### config.mk
export PLATFORM = sky130hd
export DESIGN_NAME = renas_ahb_master
export DESIGN_NICKNAME = d
export VERILOG_FILES = /design/src/rtl/AHB_package.sv /design/src/rtl/renas_ahb_addr_gen.sv /design/src/rtl/renas_ahb_master.sv
export SDC_FILE = /design/constraint.sdc
export NUM_CORES = 1
export LEC_CHECK = 0
export CORE_MARGIN = 1
export CORE_UTILIZATION = 30
export DETAILED_ROUTE_END_ITERATION = 10
export SETUP_SLACK_MARGIN = 0.2
export SLEW_MARGIN = 20
export SYNTH_ARGS = -nofsm -noshare
export SYNTH_HDL_FRONTEND = slang
export SYNTH_HIERARCHICAL = 1
export SYNTH_SLANG_ARGS = --single-unit
### constraint.sdc
create_clock -name clk_l2 -period 2.3 [get_ports clk_l2]
set_input_delay 0.46 -clock clk_l2 [delete_from_list [all_inputs] [get_ports clk_l2]]
set_output_delay 0.46 -clock clk_l2 [all_outputs]
set_load 0.1 [all_outputs]
### src/rtl/AHB_package.sv
// Shared AHB-Lite encodings and the master/slave signal bundles.
package AHB_package;

  localparam int unsigned AHB_DATA_W = 32;

  localparam logic [1:0] HTRANS_IDLE   = 2'b00;
  localparam logic [1:0] HTRANS_BUSY   = 2'b01;
  localparam logic [1:0] HTRANS_NONSEQ = 2'b10;
  localparam logic [1:0] HTRANS_SEQ    = 2'b11;

  localparam logic [2:0] HBURST_SINGLE = 3'b000;
  localparam logic [2:0] HBURST_INCR   = 3'b001;
  localparam logic [2:0] HBURST_INCR4  = 3'b011;

  localparam logic [2:0] HSIZE_WORD    = 3'b010;

  localparam logic HRESP_OKAY  = 1'b0;
  localparam logic HRESP_ERROR = 1'b1;

  typedef struct packed {
    logic [AHB_DATA_W-1:0] haddr;
    logic                  hwrite;
    logic [2:0]            hsize;
    logic [2:0]            hburst;
    logic [1:0]            htrans;
    logic [AHB_DATA_W-1:0] hwdata;
  } mas_send_type;

  typedef struct packed {
    logic [AHB_DATA_W-1:0] hrdata;
    logic                  hreadyout;
    logic                  hresp;
  } slv_send_type;

  // True when the byte span starting at offs runs past the next 1 KB boundary.
  function automatic logic crosses_1k(input logic [9:0] offs, input logic [9:0] span);
    logic [10:0] sum;
    sum = {1'b0, offs} + {1'b0, span};
    return sum[10];
  endfunction

endpackage

### src/rtl/renas_ahb_addr_gen.sv
// Beat counter and address incrementer for one request, with burst type and
// 1 KB boundary / last-beat flags.
module renas_ahb_addr_gen
  import AHB_package::*;
#(
  parameter int unsigned ADDR_W    = 32,
  parameter int unsigned MAX_BEATS = 4,
  localparam int unsigned LEN_W    = $clog2(MAX_BEATS)
) (
  input  logic              clk_i,
  input  logic              rst_i,
  input  logic              load_i,
  input  logic              adv_i,
  input  logic [ADDR_W-1:0] start_addr_i,
  input  logic [LEN_W-1:0]  len_i,
  output logic [ADDR_W-1:0] addr_o,
  output logic [2:0]        hburst_o,
  output logic              last_o,
  output logic              boundary_o
);

  logic [ADDR_W-1:0] addr_q;
  logic [LEN_W-1:0]  cnt_q;
  logic [LEN_W-1:0]  len_q;
  logic [2:0]        burst_q;
  logic [2:0]        burst_d;

  // INCR4 only for a full 4-beat burst that stays inside one 1 KB page.
  always_comb begin
    burst_d = HBURST_INCR;
    if (len_i == '0) begin
      burst_d = HBURST_SINGLE;
    end else if (32'(len_i) == 32'd3 &&
                 !crosses_1k(start_addr_i[9:0], 10'({len_i, 2'b00}))) begin
      burst_d = HBURST_INCR4;
    end
  end

  always_ff @(posedge clk_i or posedge rst_i) begin
    if (rst_i) begin
      addr_q  <= '0;
      cnt_q   <= '0;
      len_q   <= '0;
      burst_q <= '0;
    end else if (load_i) begin
      addr_q  <= start_addr_i;
      cnt_q   <= '0;
      len_q   <= len_i;
      burst_q <= burst_d;
    end else if (adv_i) begin
      addr_q  <= addr_q + ADDR_W'(4);
      cnt_q   <= cnt_q + LEN_W'(1);
    end
  end

  assign addr_o     = addr_q;
  assign hburst_o   = burst_q;
  assign last_o     = (cnt_q == len_q);
  assign boundary_o = (addr_q[9:0] == '0);

endmodule

### src/rtl/renas_ahb_master.sv
// AHB-Lite initiator: turns a single/burst client request into pipelined
// address and data phases, with wait-state, ERROR and 1 KB split handling.
module renas_ahb_master
  import AHB_package::*;
#(
  parameter int unsigned DATA_LENGTH = 32,
  parameter int unsigned MAX_BEATS   = 4
) (
  input  logic                         clk_l2,
  input  logic                         rst,
  input  logic                         req,
  input  logic [DATA_LENGTH-1:0]       req_addr,
  input  logic                         req_write,
  input  logic [$clog2(MAX_BEATS)-1:0] req_len,
  input  logic [DATA_LENGTH-1:0]       req_wdata,
  output logic                         wdata_rd,
  output logic [DATA_LENGTH-1:0]       rdata,
  output logic                         rdata_valid,
  output logic                         done,
  output logic                         err,
  output logic                         busy,
  output mas_send_type                 ahb_out,
  input  slv_send_type                 ahb_in
);

  typedef enum logic [2:0] {IDLE, ADDR, DATA, ERR, DONE} state_t;

  state_t state_q, state_d;
  logic   err_q, err_d;
  logic   aphase_q, aphase_d;
  logic   write_q;
  logic   rvalid_q;
  logic [DATA_LENGTH-1:0] rdata_q;
  logic [DATA_LENGTH-1:0] hwdata_q;

  logic [DATA_LENGTH-1:0] beat_addr;
  logic [2:0]             beat_burst;
  logic                   beat_last;
  logic                   beat_boundary;

  logic hready, hresp_err;
  logic load, addr_phase, addr_accept, adv, read_beat;

  assign hready    = ahb_in.hreadyout;
  assign hresp_err = (ahb_in.hresp == HRESP_ERROR);

  // An ERROR response withdraws the pipelined address phase in the same cycle.
  assign addr_phase  = (state_q == ADDR) ||
                       (state_q == DATA && aphase_q && !hresp_err);
  assign addr_accept = addr_phase && hready;
  assign adv         = addr_accept && !beat_last;
  assign load        = (state_q == IDLE) && req && (req_addr[1:0] == 2'b00);
  assign read_beat   = (state_q == DATA) && hready && !hresp_err && !write_q;
  assign wdata_rd    = addr_accept && write_q;

  renas_ahb_addr_gen #(
    .ADDR_W    (DATA_LENGTH),
    .MAX_BEATS (MAX_BEATS)
  ) u_addr_gen (
    .clk_i        (clk_l2),
    .rst_i        (rst),
    .load_i       (load),
    .adv_i        (adv),
    .start_addr_i (req_addr),
    .len_i        (req_len),
    .addr_o       (beat_addr),
    .hburst_o     (beat_burst),
    .last_o       (beat_last),
    .boundary_o   (beat_boundary)
  );

  always_comb begin
    state_d  = state_q;
    err_d    = err_q;
    aphase_d = aphase_q;
    unique case (state_q)
      IDLE: begin
        if (req) begin
          if (req_addr[1:0] == 2'b00) begin
            state_d  = ADDR;
            err_d    = 1'b0;
            aphase_d = 1'b1;
          end else begin
            state_d = DONE;
            err_d   = 1'b1;
          end
        end
      end
      ADDR: begin
        if (hready) begin
          state_d  = DATA;
          aphase_d = !beat_last;
        end
      end
      DATA: begin
        if (hresp_err) begin
          err_d   = 1'b1;
          state_d = hready ? DONE : ERR;
        end else if (hready) begin
          if (aphase_q) aphase_d = !beat_last;
          else          state_d  = DONE;
        end
      end
      ERR: begin
        if (hready) state_d = DONE;
      end
      DONE:    state_d = IDLE;
      default: state_d = IDLE;
    endcase
  end

  always_ff @(posedge clk_l2 or posedge rst) begin
    if (rst) begin
      state_q  <= IDLE;
      err_q    <= 1'b0;
      aphase_q <= 1'b0;
      write_q  <= 1'b0;
      rvalid_q <= 1'b0;
      rdata_q  <= '0;
      hwdata_q <= '0;
    end else begin
      state_q  <= state_d;
      err_q    <= err_d;
      aphase_q <= aphase_d;
      rvalid_q <= read_beat;
      if (load)      write_q  <= req_write;
      if (read_beat) rdata_q  <= ahb_in.hrdata;
      if (wdata_rd)  hwdata_q <= req_wdata;
    end
  end

  always_comb begin
    ahb_out        = '0;
    ahb_out.hwdata = hwdata_q;
    if (state_q == ADDR || state_q == DATA) begin
      ahb_out.haddr  = beat_addr;
      ahb_out.hwrite = write_q;
      ahb_out.hsize  = HSIZE_WORD;
      ahb_out.hburst = beat_burst;
    end
    if (addr_phase) begin
      ahb_out.htrans = (state_q == ADDR || beat_boundary) ? HTRANS_NONSEQ : HTRANS_SEQ;
    end
  end

  assign rdata       = rdata_q;
  assign rdata_valid = rvalid_q;
  assign done        = (state_q == DONE);
  assign err         = (state_q == DONE) && err_q;
  assign busy        = (state_q == ADDR) || (state_q == DATA) || (state_q == ERR);

endmodule

Word level (Yosys, flattened, before mapping)
Index checks and enable logic that the tools add are counted.
{"block": "word_totals", "output_inout_bits": 110, "register_bits": 110, "elab_cells": 88, "inputBits": 104}
{"block": "classes", "eq_ne": 15, "add_sub_neg": 3, "n_reduce_logical": 30, "muxes": 29}
{"operator": "$mux W32", "n": 2}
{"operator": "$mux W39", "n": 1}
{"operator": "$add A32 B3 Y32 const B", "n": 1}
{"operator": "$mux W3", "n": 9}
{"operator": "$logic_and A1 B1 Y1", "n": 12}
{"operator": "$ne A2 B2 Y1 const B", "n": 6}
{"operator": "$pmux W3 S4", "n": 1}
{"operator": "$add A10 B4 Y11", "n": 1}
{"operator": "$logic_not A10 Y1", "n": 1}
{"operator": "$mux W1", "n": 10}
{"operator": "$mux W2", "n": 4}
{"operator": "$eq A3 B2 Y1 const B", "n": 2}
{"operator": "$ne A3 B3 Y1 const B", "n": 2}
{"operator": "$reduce_and A6 Y1", "n": 1}
{"operator": "$reduce_and A5 Y1", "n": 1}
{"operator": "$logic_not A1 Y1", "n": 4}
{"operator": "$logic_not A2 Y1", "n": 2}
{"operator": "$logic_or A1 B1 Y1", "n": 4}
{"operator": "$reduce_bool A2 Y1", "n": 2}
{"operator": "$eq A3 B1 Y1 const B", "n": 1}
{"operator": "$eq A3 B3 Y1 const B", "n": 1}
{"operator": "$logic_not A3 Y1", "n": 1}
{"operator": "$pmux W1 S3", "n": 1}
{"operator": "$reduce_and A3 Y1", "n": 1}
{"operator": "6 further kinds", "n": 6}

Logic depth before layout (Yosys ltp)
{"block": "logic_depth", "ltp_word": 8, "depth_mapped": 10, "mapped_depth_nobuf": 7}

Hierarchy
Netlist, hierarchy kept.
{"module": "renas_ahb_master", "cells_each": 239, "seq_area_each_um2": 1776.7, "area_each_um2": 3279.4, "n_inst": 1}
{"module": "renas_ahb_addr_gen", "cells_each": 253, "seq_area_each_um2": 950.9, "area_each_um2": 2229.6, "n_inst": 1}

Worst setup path before layout
No wires, ideal clock.
{"block": "synth_timing", "path_type": "register to output", "from": "register u_addr_gen.addr_q[2] (netlist: u_addr_gen/addr_o[2])", "to": "output ahb_out[32] (netlist name)", "required_time_ps": 1840, "path_stages_with_launch": 6, "path_buffers": 0, "setup_slack_ps": -1812, "arrival_ps": 3652, "path_cell_list": "dfrtp_1 inv_1 ha_1 nand3b_1 nor4_1 nor4_1"}
{"item": "start: declaration", "line_no": "renas_ahb_addr_gen.sv:22", "source": "logic [ADDR_W-1:0] addr_q;"}
{"item": "start signal: assignment", "line_no": "renas_ahb_addr_gen.sv:46", "source": "addr_q <= start_addr_i;"}
{"item": "start signal: assignment", "line_no": "renas_ahb_addr_gen.sv:51", "source": "addr_q <= addr_q + ADDR_W'(4);"}
{"item": "end: declaration", "line_no": "renas_ahb_master.sv:22", "source": "output mas_send_type ahb_out,"}

Worst setup path after layout
{"block": "layout_timing", "from": "register state_q[0]", "to": "register u_addr_gen.addr_q[28] (netlist: u_addr_gen/addr_o[28])"}
{"block": "layout_via", "elab_chain_cells": 7, "elab_cells_between_ends": 12, "cone_classes": "2 x eq/ne; 1 x mux; 9 x reduce/logical"}
{"item": "start: declaration", "line_no": "renas_ahb_master.sv:28", "source": "state_t state_q, state_d;"}
{"item": "start signal: assignment", "line_no": "renas_ahb_master.sv:122", "source": "state_q <= state_d;"}
{"item": "$eq A3 B2 Y1", "line_no": "renas_ahb_master.sv:49", "source": "(state_q == DATA && aphase_q && !hresp_err);"}
{"item": "$logic_and A1 B1 Y1 (2 in series)", "line_no": "renas_ahb_master.sv:49"}
{"item": "$logic_or A1 B1 Y1 *", "line_no": "renas_ahb_master.sv:48", "source": "assign addr_phase = (state_q == ADDR) ||"}
{"item": "$logic_and A1 B1 Y1 *", "line_no": "renas_ahb_master.sv:50", "source": "assign addr_accept = addr_phase && hready;"}
{"item": "$logic_and A1 B1 Y1 *", "line_no": "renas_ahb_master.sv:51", "source": "assign adv = addr_accept && !beat_last;"}
{"item": "named net adv", "line_no": "renas_ahb_master.sv:42", "source": "logic load, addr_phase, addr_accept, adv, read_beat;"}
{"item": "$reduce_bool A2 Y1 (no line) *"}
The timed path passes the listed nets; every way through them passes the cells marked *.
A chain may end at the register's enable or synchronous reset.

==> report_table.html <==
<table>
<tr><th>Metric</th><th>Value</th></tr>
<tr><th colspan="2">Worst setup path</th></tr>
<tr><td>Timing startpoint of the critical path</td><td>state_q[0]</td></tr>
<tr><td>Internal reg-to-reg setup slack</td><td>-20 ps</td></tr>
<tr><td>Launch point of the worst reg-to-reg path</td><td>state_q[0]</td></tr>
<tr><td>Endpoint of the most critical setup path</td><td>u_addr_gen/addr_o[28]</td></tr>
<tr><td>Worst Path Required</td><td>2580 ps</td></tr>
<tr><td>Total stage count of the critical path</td><td>8</td></tr>
<tr><td>Worst stage delay on the critical path</td><td>480 ps</td></tr>
<tr><td>Data arrival time at the worst-slack endpoint</td><td>2600 ps</td></tr>
<tr><td>Critical-path cell list</td><td>nand2b_4 -&gt; o21a_4 -&gt; nor3_4 -&gt; buf_6 -&gt; nand4_1 -&gt; or4_4 -&gt; or4b_1 -&gt; a31oi_1</td></tr>
<tr><td>Critical path fanouts, max</td><td>3</td></tr>
<tr><td>Reg-to-Reg End</td><td>u_addr_gen/addr_o[28]</td></tr>
<tr><td>Standard cell with the maximum stage delay on the critical path</td><td>or4b_1</td></tr>
<tr><td>Worst path top cell family by delay</td><td>simple AND/OR/NAND/NOR gates</td></tr>
<tr><td>Worst reg2reg path depth</td><td>8</td></tr>
<tr><td>Type of the setup path with the least slack</td><td>reg -&gt; reg</td></tr>
<tr><td>Bufs and invs on worst path</td><td>1</td></tr>
<tr><td>Crit start category</td><td>flip-flop</td></tr>
<tr><td>Critical path endpoint category</td><td>flip-flop</td></tr>
<tr><th colspan="2">STA</th></tr>
<tr><td>Relative slew slack</td><td>36.5%</td></tr>
<tr><td>Worst Max-Slew Pin Slew</td><td>959 ps</td></tr>
<tr><td>Final count of negative-setup-slack endpoints</td><td>18</td></tr>
<tr><td>Post-layout min period</td><td>2320 ps</td></tr>
<tr><td>Setup tns final</td><td>-170 ps</td></tr>
<tr><td>Setup slack of the critical path after layout</td><td>-23.9 ps</td></tr>
<tr><td>Number of max-slew violations in the final report</td><td>0</td></tr>
<tr><td>Worst setup skew after layout</td><td>11.3 ps</td></tr>
<tr><td>Part of the cycle the worst path needs</td><td>101%</td></tr>
<tr><td>Peak clock frequency supported by timing</td><td>0.430 GHz</td></tr>
<tr><td>Fin. Hold Viols</td><td>0</td></tr>
<tr><td>RSZ-0062 raised after global routing</td><td>true</td></tr>
<tr><th colspan="2">Final layout</th></tr>
<tr><td>Filler cells</td><td>1554</td></tr>
<tr><td>Most used cells in the layout excluding fill and tap cells</td><td>buf_4, dfrtp_1, clkdlybuf4s50_1</td></tr>
<tr><td>Area occupied by multi-input gates</td><td>0.00285 mm2</td></tr>
<tr><td>Final std cell area, no fill</td><td>0.00927 mm2</td></tr>
<tr><td>Nets</td><td>860</td></tr>
<tr><td>Count of non-filler cells in the finished layout</td><td>987</td></tr>
<tr><td>Antenna fix cells</td><td>0</td></tr>
<tr><td>Final core utilization</td><td>51.6%</td></tr>
<tr><td>Area growth from synthesis to layout</td><td>68.3%</td></tr>
<tr><td>Share of post-route cells with drive strength above 1</td><td>44.7%</td></tr>
<tr><td>Register cell area after layout</td><td>0.00273 mm2</td></tr>
<tr><td>Most common library cell in the layout ignoring fill and taps</td><td>buf_4</td></tr>
<tr><th colspan="2">Global routing</th></tr>
<tr><td>Overflow left after global routing</td><td>0</td></tr>
<tr><td>First-pass GRT wire length</td><td>25100 um</td></tr>
<tr><td>Largest net degree at the start of global routing</td><td>72</td></tr>
<tr><td>Initial antenna violation count</td><td>1</td></tr>
<tr><td>Global-route usage over all layers</td><td>17.3%</td></tr>
<tr><td>Via count of the first global-routing pass</td><td>4989</td></tr>
<tr><th colspan="2">Floorplan</th></tr>
<tr><td>Die span in y</td><td>138 um</td></tr>
<tr><td>Starting density of the core</td><td>30.7%</td></tr>
<tr><td>Die Span X</td><td>138 um</td></tr>
<tr><td>Placeable core region</td><td>0.0180 mm2</td></tr>
<tr><td>FP Rows</td><td>49</td></tr>
<tr><td>Top Ports</td><td>214</td></tr>
<tr><td>Die area</td><td>0.0189 mm2</td></tr>
<tr><th colspan="2">Flow run</th></tr>
<tr><td>Max_cap viols</td><td>0</td></tr>
<tr><th colspan="2">Clocking</th></tr>
<tr><td>Clock latency reported for the late side of the worst-skew pair</td><td>350 ps</td></tr>
<tr><td>Clock Tree Root</td><td>clkbuf_16</td></tr>
<tr><td>Max Buffers Root-to-Sink</td><td>2</td></tr>
<tr><td>Clock slew at reported path FFs</td><td>80 ps</td></tr>
<tr><td>TritonCTS Sinks</td><td>109</td></tr>
<tr><td>H-Tree Level Count</td><td>3</td></tr>
<tr><td>TritonCTS clock tree</td><td>yes</td></tr>
<tr><td>Number of clock buffers inserted by TritonCTS</td><td>9</td></tr>
<tr><th colspan="2">Synthesis</th></tr>
<tr><td>Async S/R FF share, synth</td><td>100%</td></tr>
<tr><td>Top cells by area, synth</td><td>dfrtp_1, mux2_2, mux2_4</td></tr>
<tr><td>Post-synthesis average cell area</td><td>11.2 um2</td></tr>
<tr><td>Dominant cell type by area after synthesis</td><td>dfrtp_1</td></tr>
<tr><td>Post-synthesis sequential element count</td><td>109</td></tr>
<tr><td>Number of warnings reported in the yosys synthesis log</td><td>6</td></tr>
<tr><td>Fraction of the yosys area taken by sequential cells</td><td>49.5%</td></tr>
<tr><td>Library cells used by synthesis</td><td>51</td></tr>
<tr><td>Synthesized instance count</td><td>492</td></tr>
<tr><td>Fraction of post-synthesis cell area in the top cell type by area</td><td>49.5%</td></tr>
<tr><td>Post-synth design cell area</td><td>0.00551 mm2</td></tr>
<tr><td>Most instantiated flip-flop cell in the synthesis netlist</td><td>dfrtp_1</td></tr>
<tr><td>EDFF count, synth</td><td>0</td></tr>
<tr><th colspan="2">Detailed routing</th></tr>
<tr><td>Number of iterations in the first detailed-routing pass</td><td>4</td></tr>
<tr><td>DR WL/cell</td><td>17.3 um</td></tr>
<tr><td>DR DRC count</td><td>0</td></tr>
<tr><td>Via count</td><td>4917</td></tr>
<tr><td>DRC marker count from the first detailed-route iteration</td><td>183</td></tr>
<tr><td>Number of nets with antenna violations after detailed routing</td><td>0</td></tr>
<tr><td>Detail-routed via count per cell</td><td>4.98</td></tr>
<tr><td>Total wire length</td><td>17100 um</td></tr>
<tr><th colspan="2">Placement</th></tr>
<tr><td>Placed cell count</td><td>958</td></tr>
<tr><td>Post-DP HPWL</td><td>12500 um</td></tr>
<tr><td>RePlAce Congestion</td><td>0.851</td></tr>
<tr><td>Total of buffers placed on input and output ports</td><td>210</td></tr>
<tr><td>Placed instance area</td><td>0.00859 mm2</td></tr>
<tr><th colspan="2">Worst hold path</th></tr>
<tr><td>HP Class</td><td>reg -&gt; reg</td></tr>
<tr><th colspan="2">Run status</th></tr>
<tr><td>Run status</td><td>finished, violations left</td></tr>
<tr><td>Violations in the final reports</td><td>negative setup slack</td></tr>
</table>
[synth_stat cells (all sizes together) (3+ instances only)]
master	n
mux2	69
xor2	6
nand3	15
o211ai	3
nor3	8
or4	8
o41ai	3
and3	3
nand2b	8
and2	38
nor2	30
buf	17
o21ai	18
a21oi	8
nand2	37
o31ai	3
a31oi	10
dfrtp	109
o311ai	3
clkbuf	14
ha	3
or4b	3
nand4	15
nor4	14
inv	14
xnor2	11
[registers in the layout, indices dropped and copies added (netlist names)]
register             cells
u_addr_gen/len_q         2
u_addr_gen/addr_o       32
u_addr_gen/cnt_q         2
write_q                  1
rdata_valid              1
u_addr_gen/hburst_o      2
err_q                    1
state_q                  3
rdata                   32
aphase_q                 1
hwdata_q                32
[layer usage]
layer / GRT usage [%] / vias up / routed length [um]
met3: 4.56 / 27 / 1500
met1: 20.6 / 2374 / 7030
li1: - / 2273 / -
met4: 7.57 / 2 / 364
met5: 0 / - / 13
met2: 29.2 / 241 / 8170
[cell type report]
class                           instances  share of cell area (%)
Timing Repair Buffer                  280                    32.9
Clock inverter                          7                   0.877
Multi-Input combinational cell        339                    30.7
Clock buffer                            9                    2.43
Inverter                               14                   0.607
Sequential cell                       109                    29.4
Tap cell                              229                    3.09
[how the worst min path moves through the flow]
stage	from	end	slack, ps	cells after the start
floorplan	u_addr_gen/hburst_o[1]	u_addr_gen/hburst_o[1]	440	2
global placement	u_addr_gen/hburst_o[1]	u_addr_gen/hburst_o[1]	470	2
detailed placement	u_addr_gen/hburst_o[1]	u_addr_gen/hburst_o[1]	470	2
CTS	u_addr_gen/hburst_o[1]	u_addr_gen/hburst_o[1]	500	2
global route	u_addr_gen/hburst_o[1]	u_addr_gen/hburst_o[1]	520	2
finish	u_addr_gen/hburst_o[1]	u_addr_gen/hburst_o[1]	490	2
[logic make-up (layout without fill, tap and decap cells)]
kind of cell               after synthesis  count (layout)  share of synthesized area [%]
buffers and inverters                   45             310                           5.02
and+or+nand+nor                        184             184                           18.2
AOI/OAI and AO/OA                       61              61                           7.27
DFF                                    109             109                           49.5
adders and majority gates                3               3                          0.681
muxes                                   71              71                           16.4
xor gates and xnor gates                17              17                           2.70
other                                    2               3                          0.136
[tightest hold or removal path, stage by stage, from the launching register on]
cell and delay [ps]:
dfrtp_1 350, nand2_1 50, o21ai_0 60
[repair_timing]
action | CTS | global route
endpoints found under the hold margin | 0 | 0
pin swaps | 16 | 8
hold buffers | 0 | 0
endpoints found under the setup margin | 59 | 88
gates cloned | 0 | 3
buffers inserted | 5 | 5
resized for setup | 27 | 33
[per-stage QoR]
| step | hold slack [ps] | setup slack, ps |
|---|---|---|
| after global routing | 520 | -154 |
| after CTS | 498 | -59.0 |
| after floorplan | 445 | -146 |
| after detailed placement | 470 | -533 |
| after global placement | 469 | -549 |
| final | 493 | -23.9 |
Power is left out: the tool's default activity adds up to more than one toggle a clock period on the data nets, which glitch-free logic cannot reach.
